===== config.mk =====
export PLATFORM = sky130hd
export DESIGN_NAME = mux_5bit
export DESIGN_NICKNAME = d
export VERILOG_FILES = /design/src/rtl/mux_5bit.sv
export SDC_FILE = /design/constraint.sdc
export NUM_CORES = 1
export LEC_CHECK = 0
export CORE_AREA = 3 3 40 42
export CTS_CLUSTER_SIZE = 40
export DETAILED_ROUTE_END_ITERATION = 16
export DIE_AREA = 0 0 43 45
export GPL_TIMING_DRIVEN = 1
export HOLD_SLACK_MARGIN = 0.02
export PLACE_DENSITY = 0.62
export SLEW_MARGIN = 20
export SYNTH_ARGS = -nofsm -noshare
export SYNTH_HDL_FRONTEND = slang
export SYNTH_SLANG_ARGS = --single-unit

===== constraint.sdc =====
create_clock -name clk -period 1.5 [get_ports clk]
set_clock_uncertainty 0.2 [all_clocks]
set_input_delay 0.375 -clock clk [delete_from_list [all_inputs] [get_ports clk]]
set_output_delay 0.375 -clock clk [all_outputs]
set_load 0.02 [all_outputs]

===== src/rtl/mux_5bit.sv =====
// rtl/mux_5bit.sv - registered 4-to-1 operand selector with asynchronous clear
module mux_5bit #(
  parameter int WIDTH = 5
) (
  input  logic             clk,
  input  logic             reset,
  input  logic [WIDTH-1:0] a,
  input  logic [WIDTH-1:0] b,
  input  logic [WIDTH-1:0] c,
  input  logic [WIDTH-1:0] d,
  input  logic [1:0]       select,
  output logic [WIDTH-1:0] out
);

  logic [WIDTH-1:0] chosen;

  // Full decode so synthesis never sees an incomplete case.
  always_comb begin
    chosen = a;
    unique case (select)
      2'b00:   chosen = a;
      2'b01:   chosen = b;
      2'b10:   chosen = c;
      2'b11:   chosen = d;
      default: chosen = a;
    endcase
  end

  always_ff @(posedge clk or posedge reset) begin
    if (reset) begin
      out <= '0;
    end else begin
      out <= chosen;
    end
  end

endmodule


==> impl_metrics.env <==
export IMPL_syn_area_um2=253
export IMPL_worstPathArrival_ns=0.87
export IMPL_reg_largest_list="out (5)"
export IMPL_setup_viol=0
export IMPL_ys_warn_count=0
export IMPL_critPathKind="reg -> out"
export IMPL_ant_nets=0
export IMPL_synth_area_top_cells="dfrtp_1 (50%), mux4_2 (45%), buf_6 (4.5%), inv_1 (1.5%)"
export IMPL_antenna_found_initial=0
export IMPL_maxCapViolations=0
export IMPL_final_cells=60
export IMPL_row_count=13
export IMPL_grt_pass1_wl_um=1160
export IMPL_drt_wl_total_um=718
export IMPL_grt_pass1_vias=321
export IMPL_crit_required_ns=0.92
export IMPL_drt_initial_drc_count=4
export IMPL_synth_seq_area_share_pct=49.5
export IMPL_swShare_pct=22.2
export IMPL_port_buffers=28
export IMPL_gp_congestion=0.724
export IMPL_crit_buf_inv=1
export IMPL_diodes=0
export IMPL_viasPerCell=4.28
export IMPL_slowest_delay_ns=0.35
export IMPL_wl_per_cell_um=12.0
export IMPL_critical_path_cell_count=1
export IMPL_setup_ws_ns=0.0552
export IMPL_switching_power_w=0.0000971
export IMPL_synth_cell_types=4
export IMPL_timing_fmax_mhz=692
export IMPL_htree_levels=1
export IMPL_ys_flop_type="dfrtp_1"
export IMPL_synth_seq_cells=5
export IMPL_cts_hold_buf=0
export IMPL_synth_edf_count=0
export IMPL_cts_tree="done"
export IMPL_die_area_um2=1940
export IMPL_worstSetupStartpoint="out[4]$_DFF_PP0_"
export IMPL_drc=0
export IMPL_io_pins=29
export IMPL_syn_inst=12
export IMPL_clk_pin_slew_ns=0.04
export IMPL_fin_nets=70
export IMPL_powerDensity_nw_per_um2=750
export IMPL_slew_viol_final=0
export IMPL_area_growth_pct=131
export IMPL_clkPwrFrac_pct=34.6
export IMPL_leakage_nw=0.235
export IMPL_start_util_pct=19.7
export IMPL_endpoint_kind="primary output"
export IMPL_max_slew_margin_pct=85.6
export IMPL_grt_max_degree=6
export IMPL_combPwrFrac_pct=30.7
export IMPL_die_y_um=45
export IMPL_clock_sinks=5
export IMPL_fin_util_pct=45.5
export IMPL_die_w_um=43
export IMPL_cts_inserted_buffers=3
export IMPL_power_frac_seq_pct=34.8
export IMPL_path_delay_family="flip-flops"
export IMPL_pre_cts_ws_ns=-0.320
export IMPL_clockBufferDepth=2
export IMPL_worstMarginPinSlew_ns=0.216
export IMPL_largest_reg_flops=5
export IMPL_crit_end="out[4]"
export IMPL_layout_min_cycle_time_ns=1.44
export IMPL_p_int_w=0.000341
export IMPL_largest_register="out"
export IMPL_synth_async_reset_ratio_pct=100
export IMPL_whs_ns=0.128
export IMPL_hold_path_class="in -> async"
export IMPL_vias=257
export IMPL_track_usage_pct=8.68
export IMPL_clockRootBuffer="clkbuf_4"
export IMPL_grt_overflow=0
export IMPL_cp_cell_sequence="clkdlybuf4s15_1"
export IMPL_avgSynthCellArea_um2=21.1
export IMPL_netlist_area_leader_share_pct=49.5
export IMPL_core_area_um2=1280
export IMPL_syn_nets=36
export IMPL_synth_commonest_cells="dfrtp_1 (5), mux4_2 (5), buf_6 (1), inv_1 (1)"
export IMPL_dp_cells=56
export IMPL_total_power_w=0.000438
export IMPL_hold_viol=0
export IMPL_rsz0062_at_grt="false"
export IMPL_n_fill_cell=122
export IMPL_status="complete, no violations"
export IMPL_critical_path_startpoint_type="flop"
export IMPL_ir_drop_mv=0.280
export IMPL_yosys_area_top_type="dfrtp_1"
export IMPL_drt_pass1_iterations=2
export IMPL_critical_path_slowest_cell="dfrtp_1"
export IMPL_layout_drive_gt1_share_pct=22.2
export IMPL_cp_max_fo=1
export IMPL_timing_final_crit_share_pct=96.3
[timing repair]
item,4_1_cts,5_1_grt
setup endpoints to repair,10,5
gates resized for setup,7,5
buffers inserted,0,0
cloned,0,0
[worst min path at each step]
stage,endpoint,depth (start not counted)
2_1_floorplan,out[0]$_DFF_PP0_,1
3_5_place_dp,out[3]$_DFF_PP0_,2
3_3_place_gp,out[3]$_DFF_PP0_,2
5_1_grt,out[2]$_DFF_PP0_,2
6_report,out[4]$_DFF_PP0_,2
4_1_cts,out[4]$_DFF_PP0_,2
[kinds of logic after synthesis]
| logic type | count (synthesis) | synth area share, % |
|---|---|---|
| mux | 5 | 44.6 |
| flops | 5 | 49.5 |
| buf+inv | 2 | 5.94 |
[cells in the final DEF (no fill, tap or decap)]
cell type	synthesis	final
buf_6	1	1
dlygate4sd2_1	0	1
mux4_2	5	5
clkbuf_4	0	3
inv_1	1	1
clkdlybuf4s50_1	0	22
dfrtp_1	5	5
buf_4	0	1
clkbuf_1	0	1
clkdlybuf4s15_1	0	5
[metal layers]
layer,track usage (%),vias to the layer above,wire length [um]
li1,-,114,-
met1,6.73,114,206
met2,15.6,29,361
met3,5.98,0,150
met4,5.42,0,0
met5,0,-,0
[stage by stage]
step                      area [um2]  TNS (ns)
final                            584         0
after global routing             584         0
after CTS                        578         0
after detailed placement         556     -1.56
after global placement           556     -1.54
after floorplan                  253         0
[power groups by stage]
stage / Combinational [W] / Clock [W] / Sequential (W)
floorplan: 0.0000313 / 0 / 0.000173
global route: 0.000141 / 0.000172 / 0.000154
CTS: 0.000134 / 0.000157 / 0.000152
detailed placement: 0.000143 / 0 / 0.000155
finish: 0.000134 / 0.000152 / 0.000152
global placement: 0.000142 / 0 / 0.000154
[cell type report]
class / count / area, um2 / area share (%)
well taps: 15 / 18.8 / 3.21
clock buffers: 4 / 26.3 / 4.50
multi-input cells: 5 / 113 / 19.3
repair buffers: 30 / 298 / 51.0
inverters: 1 / 3.75 / 0.642
flip-flops and latches: 5 / 125 / 21.4
No activity file was read; power rests on OpenSTA's default activity.
